File: src/rtl/imem_boot_loader.sv
// Purpose: loads a length-prefixed byte stream into instruction memory, verifies an XOR checksum, releases core reset.
// Latency: one memory write the cycle after the 4th byte of each word; DONE/ERR one cycle after the checksum byte.
// Backpressure: byte_ready depends only on state, high while a load is in progress and never dropped for a write.
module imem_boot_loader #(
  parameter int ADDR_WIDTH = 8
) (
  input  logic                  CLK,
  input  logic                  Reset,
  input  logic                  start,
  input  logic                  byte_valid,
  input  logic [7:0]            byte_data,
  output logic                  byte_ready,
  output logic                  imem_we,
  output logic [ADDR_WIDTH-1:0] imem_addr,
  output logic [31:0]           imem_wdata,
  output logic                  core_reset,
  output logic                  done,
  output logic                  error
);

  typedef enum logic [2:0] {IDLE, LEN_HI, LEN_LO, DATA, CHECK, DONE, ERR} state_t;

  // Largest legal length is the full memory, so the limit needs one bit more than the length field.
  localparam logic [16:0] MAX_LEN = 17'd1 << ADDR_WIDTH;

  state_t                state;
  state_t                stateNext;
  logic [15:0]           lenReg;
  logic [ADDR_WIDTH:0]   wordCnt;
  logic [1:0]            byteIdx;
  logic [7:0]            checksum;
  logic [23:0]           wordBuf;
  logic                  accept;
  logic                  armed;
  logic [15:0]           lenNew;
  logic                  lenBad;
  logic                  lastWord;

  assign byte_ready = (state == LEN_HI) || (state == LEN_LO) || (state == DATA) || (state == CHECK);
  assign accept     = byte_valid & byte_ready;
  assign armed      = start & ((state == IDLE) || (state == DONE) || (state == ERR));
  assign lenNew     = {lenReg[15:8], byte_data};
  assign lenBad     = (lenNew == 16'd0) || ({1'b0, lenNew} > MAX_LEN);
  // The counter is one bit wider than the address so the word at the top address does not wrap.
  assign lastWord   = (byteIdx == 2'd3) && ((17'(wordCnt) + 17'd1) == {1'b0, lenReg});

  // State register.
  always_ff @(posedge CLK or posedge Reset) begin
    if (Reset) state <= IDLE;
    else       state <= stateNext;
  end

  // Next-state decode and status outputs.
  always_comb begin
    stateNext  = state;
    core_reset = 1'b1;
    done       = 1'b0;
    error      = 1'b0;
    case (state)
      IDLE:    if (start) stateNext = LEN_HI;
      LEN_HI:  if (accept) stateNext = LEN_LO;
      LEN_LO:  if (accept) stateNext = lenBad ? ERR : DATA;
      DATA:    if (accept && lastWord) stateNext = CHECK;
      CHECK:   if (accept) stateNext = (byte_data == checksum) ? DONE : ERR;
      DONE: begin
        core_reset = 1'b0;
        done       = 1'b1;
        if (start) stateNext = LEN_HI;
      end
      ERR: begin
        error = 1'b1;
        if (start) stateNext = LEN_HI;
      end
      default: stateNext = IDLE;
    endcase
  end

  // Length capture, word assembly, checksum accumulation and the one-cycle memory write.
  always_ff @(posedge CLK or posedge Reset) begin
    if (Reset) begin
      lenReg     <= '0;
      wordCnt    <= '0;
      byteIdx    <= '0;
      checksum   <= '0;
      wordBuf    <= '0;
      imem_we    <= 1'b0;
      imem_addr  <= '0;
      imem_wdata <= '0;
    end else begin
      imem_we <= 1'b0;
      if (armed) begin
        lenReg   <= '0;
        wordCnt  <= '0;
        byteIdx  <= '0;
        checksum <= '0;
      end else if (accept) begin
        case (state)
          LEN_HI: lenReg[15:8] <= byte_data;
          LEN_LO: lenReg[7:0]  <= byte_data;
          DATA: begin
            checksum <= checksum ^ byte_data;
            byteIdx  <= byteIdx + 2'd1;
            case (byteIdx)
              2'd0: wordBuf[7:0]   <= byte_data;
              2'd1: wordBuf[15:8]  <= byte_data;
              2'd2: wordBuf[23:16] <= byte_data;
              default: begin
                imem_we    <= 1'b1;
                imem_addr  <= wordCnt[ADDR_WIDTH-1:0];
                imem_wdata <= {byte_data, wordBuf};
                wordCnt    <= wordCnt + (ADDR_WIDTH+1)'(1);
              end
            endcase
          end
          default: ;
        endcase
      end
    end
  end

endmodule
File: config.mk
export PLATFORM = sky130hd
export DESIGN_NAME = imem_boot_loader
export DESIGN_NICKNAME = d
export VERILOG_FILES = /design/src/rtl/imem_boot_loader.sv
export SDC_FILE = /design/constraint.sdc
export NUM_CORES = 1
export LEC_CHECK = 0
export ABC_AREA = 1
export BUFFER_PORTS_ARGS = -buffer_cell sky130_fd_sc_hd__buf_2
export CAP_MARGIN = 15
export CORE_UTILIZATION = 46
export DETAILED_ROUTE_END_ITERATION = 12
export HOLD_SLACK_MARGIN = 0.02
export PLACE_DENSITY = 0.66
export SLEW_MARGIN = 20
export SYNTH_ARGS = -nofsm -noshare
export SYNTH_HDL_FRONTEND = slang
export SYNTH_SLANG_ARGS = --single-unit
File: constraint.sdc
create_clock -name CLK -period 5.88 [get_ports CLK]
set_clock_uncertainty 0.1 [all_clocks]
set_input_delay 0.588 -clock CLK [delete_from_list [all_inputs] [get_ports CLK]]
set_output_delay 0.588 -clock CLK [all_outputs]
set_load 0.02 [all_outputs]
# Word-level counts from Yosys, hierarchy flattened
# Cells that the tools add are included.
# W data, S select, Z words.
[totals]
ff_bits = 103
input_bits = 12
output_inout_bits = 45
word_cells = 93
[classes]
add_sub_neg = 3
order_cmp = 1
n_eq_ne = 17
muxes = 29
bitwise = 5
reduce_logical = 26
[ops]
columns = ["op", "count"]
rows = [
  ["$mux W8", 5],
  ["$mux W9", 4],
  ["$mux W16", 2],
  ["$mux W3", 6],
  ["$eq A10 B16 Y1", 1],
  ["$gt A16 B9 Y1 const B", 1],
  ["$logic_not A16 Y1", 1],
  ["$reduce_and A4 Y1", 4],
  ["$pmux W3 S5", 1],
  ["$add A9 B1 Y10 const B", 1],
  ["$add A9 B1 Y9 const B", 1],
  ["$eq A3 B3 Y1 const B", 3],
  ["$eq A8 B8 Y1", 1],
  ["$mux W2", 4],
  ["$reduce_bool A2 Y1", 4],
  ["$xor A8 B8 Y8", 1],
  ["$mux W1", 7],
  ["$eq A3 B2 Y1 const B", 2],
  ["$logic_or A1 B1 Y1", 6],
  ["$ne A2 B1 Y1 const B", 3],
  ["$ne A2 B2 Y1 const B", 3],
  ["$reduce_and A2 Y1", 3],
  ["$reduce_or A3 Y1", 2],
  ["$reduce_and A5 Y1", 1],
  ["other kinds (10)", 14],
]

# Depth between registers and ports, before layout
[logic_depth]
depth_word = 8
depth_mapped = 14
mapped_depth_nobuf = 14

# Least setup slack after synthesis
# OpenSTA, ideal clock, no wires.
[synth_timing]
path_type = "reg-to-output"
start = "register state[0]"
end = "output core_reset"
arrival_ns = 1.288
required_time_ns = 5.192
setup_slack_ns = 3.904
stages_incl_launch_ff = 6
n_path_buf = 0
cell_sequence = "dfrtp_1 > inv_2 > nor2_2 > inv_1 > nor2_1 > inv_1"
[synth_between]
elab_chain_len = 2
[synth_rtl]
columns = ["item", "line", "rtl"]
rows = [
  ["from (decl)", "26", "state_t state;"],
  ["from (signal assigned)", "50", "else state <= stateNext;"],
  ["$eq A3 B3 Y1", "59", "case (state)"],
  ["$mux W1", "59", ""],
  ["to (decl)", "16", "output logic core_reset,"],
]
# Every way passes these cells.

# Worst setup path in the final report
[layout_timing]
start = "register state[0]"
end = "register wordCnt[3]"
[layout_between]
elab_chain_len = 7
elab_cells_between_ends = 19
cone_classes = "7 x eq/ne; 1 x mux; 2 x bitwise; 9 x reduce/logical"
[layout_rtl]
columns = ["item", "line", "rtl"]
rows = [
  ["$eq A3 B1 Y1 / $eq A3 B2 Y1 (equally long branches)", "39", "assign byte_ready = (state == LEN_HI) || (state == LEN_LO) || (state == DATA) || (state == CHECK);"],
  ["$logic_or A1 B1 Y1 (3 in a row)", "39", ""],
  ["$and A1 B1 Y1", "40", "assign accept = byte_valid & byte_ready;"],
  ["$reduce_bool A2 Y1 (no line)", "n/a", ""],
  ["$reduce_and A3 Y1 (no line)", "n/a", ""],
  ["to (signal assigned)", "111", "wordCnt <= wordCnt + (ADDR_WIDTH+1)'(1);"],
  ["to (decl)", "29", "logic [ADDR_WIDTH:0] wordCnt;"],
]
# Several ways; a longest one is shown, not always the timed one.
# A chain may end at the register's enable or synchronous reset.

==> impl_metrics.toml <==
[status]
outcome = "complete, no violations"

[route]
wl_per_cell_microns = 13.4
dr.first_iter.drc_count = 158
viasPerCell = 5.03
route.met2.wl_mm = 4.29
top_layer_used = "met4"
wl_mm = 9.65
met3_wirelength_microns = 387
first_pass_iters = 6
drcViolationCount = 0
met1_length_mm = 4.86
routed-via-count = 3631
ant_nets = 0

[layout]
fin_nets = 602
utilization = 0.529
fill_cells = 966
syn_to_final_growth_pct = 12.5
post_route_cells_drive_above_1_share = 0.163
antenna_cells = 0

[cts]
cts.repair.resized = 0
tritoncts = "built"
clk_pin_slew_ns = 0.10
cts-root-buf = "clkbuf_8"
htree_levels = 3
insertion_delay_ns = 0.37
cts_buffers = 9
post-cts-setup-buffers = 0
clockBufferDepth = 2
cts_sinks = 103
ctsHoldBuffers = 0

[global_route]
antenna_found_initial = 0
grt_start_max_net_pins = 70
grt_pass1_vias = 3347
grt_pass1_wl_mm = 16.3
grt-ovfl-total = 0
track_usage = 0.205

[placement]
dp_slack_ns = 3.34
hpwl_mm = 6.72
portBuffers = 56
place_congestion = 0.829

[worst_setup_path]
end_kind = "flop"
critical_path_class = "flop to flop"
startpoint_type = "flop"
cp.arrival_ns = 2.56
regToRegSetupSlack_ns = 3.46
required_ns = 6.02
crit_fanout = 67

[floorplan]
pin_count = 57
initial_core_util = 0.471
fp.dieH_microns = 102
rows = 36
die-area_sq_um = 10400
core-area_sq_um = 9730
die_w_microns = 102

[synth]
synth_nets = 548
ys_top_cells_by_area = "dfrtp_1 (56%), nand2_1 (17%), o21ai_0 (4.5%)"
synth_largest_area_cell = "dfrtp_1"
synth_cell_types = 29
yosysWarnings = 0
yosysTopAreaCellShare = 0.563
ys_seq_elements = 103
mappedNetlistArea_sq_um = 4580
ys.flop_type = "dfrtp_1"
avgSynthCellArea_sq_um = 8.64
async_reset_ff_frac = 1.00
ys_seq_area_frac = 0.563
synth-edff-count = 0
postSynthCellCount = 530

[timing]
hold_violations = 0
setup-tns-final_ns = 0
setup_viol = 0
rsz0062_at_grt = "false"
post-route-period-util = 0.412
fmax_mhz = 413
worst_pin_slew_ns = 0.820
holdWs_ns = 0.112
slew_violations = 0
fin_crit_ns = 2.42
finalWorstSetupSlack_ns = 3.46
max_slew_margin = 0.453

[pwr]
leakagePower_nw = 2.72
vdd_ir_drop_max_mv = 0.281
finalPower_w = 0.00196
pwr_density_cell_nw_per_um2 = 380

[job]
max_cap_viol_count = 0

[worst_hold_path]
holdCritPathClass = "input port to asynchronous set/reset pin"
==> where the power goes <==
part	switching [W]	internal, W
Combinational	0.000343	0.000192
Clock	0.000247	0.000211
Sequential	0.000109	0.000856
==> stage by stage <==
stage / std cells / cell area (sq um)
floorplan: 530 / 4580
global route: 722 / 5150
finish: 722 / 5150
global placement: 706 / 4940
CTS: 722 / 5150
detailed placement: 706 / 4950
==> kinds of logic after synthesis <==
family,count (synthesis),share of synthesized area
compound gates,83,0.106
fa+ha+maj,6,0.0164
buf+inv,56,0.0552
simple gates,273,0.242
xor+xnor,9,0.0172
flops,103,0.563
==> cell usage in the layout, fill, tap and decap left out, drive strengths merged <==
cell type	instances
a22oi	1
xor2	3
or2	1
dfrtp	103
nand3	20
o22ai	7
nor2	28
buf	57
clkinv	4
bufinv	1
nand2	216
a21oi	2
clkbuf	10
nand4	5
ha	6
a22o	2
o31ai	1
xnor2	6
a31oi	2
o21ai	68
inv	43
nand3b	3
==> layout make-up <==
type	count	area (sq um)	area share
well taps	133	166	0.0323
inverters	42	161	0.0313
repair buffers	57	288	0.0559
clock buffers	10	138	0.0267
multi-input cells	371	1750	0.341
clock inverters	6	66.3	0.0129
flip-flops and latches	103	2580	0.500
==> synth_stat cells (2+ instances only) <==
cell type	n
o22ai_1	7
clkbuf_1	5
nand3_1	20
o21ai_0	41
nand2_2	6
inv_2	5
inv_1	36
nand4_1	5
buf_4	2
nand2_1	210
buf_2	3
nor2_1	23
a21oi_1	2
a31oi_4	2
a22o_1	2
nor2_2	4
xor2_1	3
dfrtp_1	103
nand3b_1	3
xnor2_1	6
ha_1	6
buf_6	4
o21ai_1	26
==> worst max-delay path, stage by stage (launching register included) <==
cell and delay, ns:
dfrtp_1 0.47, nand2_1 0.14, nor2_1 0.06, nand2_2 0.14
clkinv_2 0.18, nand2_4 0.54, inv_2 0.38, nand3_1 0.16
o21ai_0 0.11
==> layer usage <==
metal	GRT usage	vias to the layer above
li1	-	1802
met5	0	-
met3	0.0304	10
met4	0.0780	0
met1	0.300	1732
met2	0.309	87
==> registers in the layout, summed over array words and instances (netlist names) <==
signal and flops:
lenReg 16, wordCnt 9, imem_addr 8, wordBuf 24
checksum 8, imem_we 1, state 3, imem_wdata 32
byteIdx 2
==> final timing paths <==
| check | start | cells after the start | endpoint |
|---|---|---|---|
| min in group CLK | wordBuf[11] | 2 | imem_wdata[11] |
| worst min-delay path | Reset | 2 | wordBuf[6] |
| worst max register to register | state[0] | 8 | wordCnt[3] |
| max in group asynchronous | Reset | 3 | imem_addr[1] |
| worst max-delay path | state[0] | 8 | wordCnt[3] |
| worst min register to register | wordBuf[11] | 2 | imem_wdata[11] |
Power figures use the tool's default switching activity.
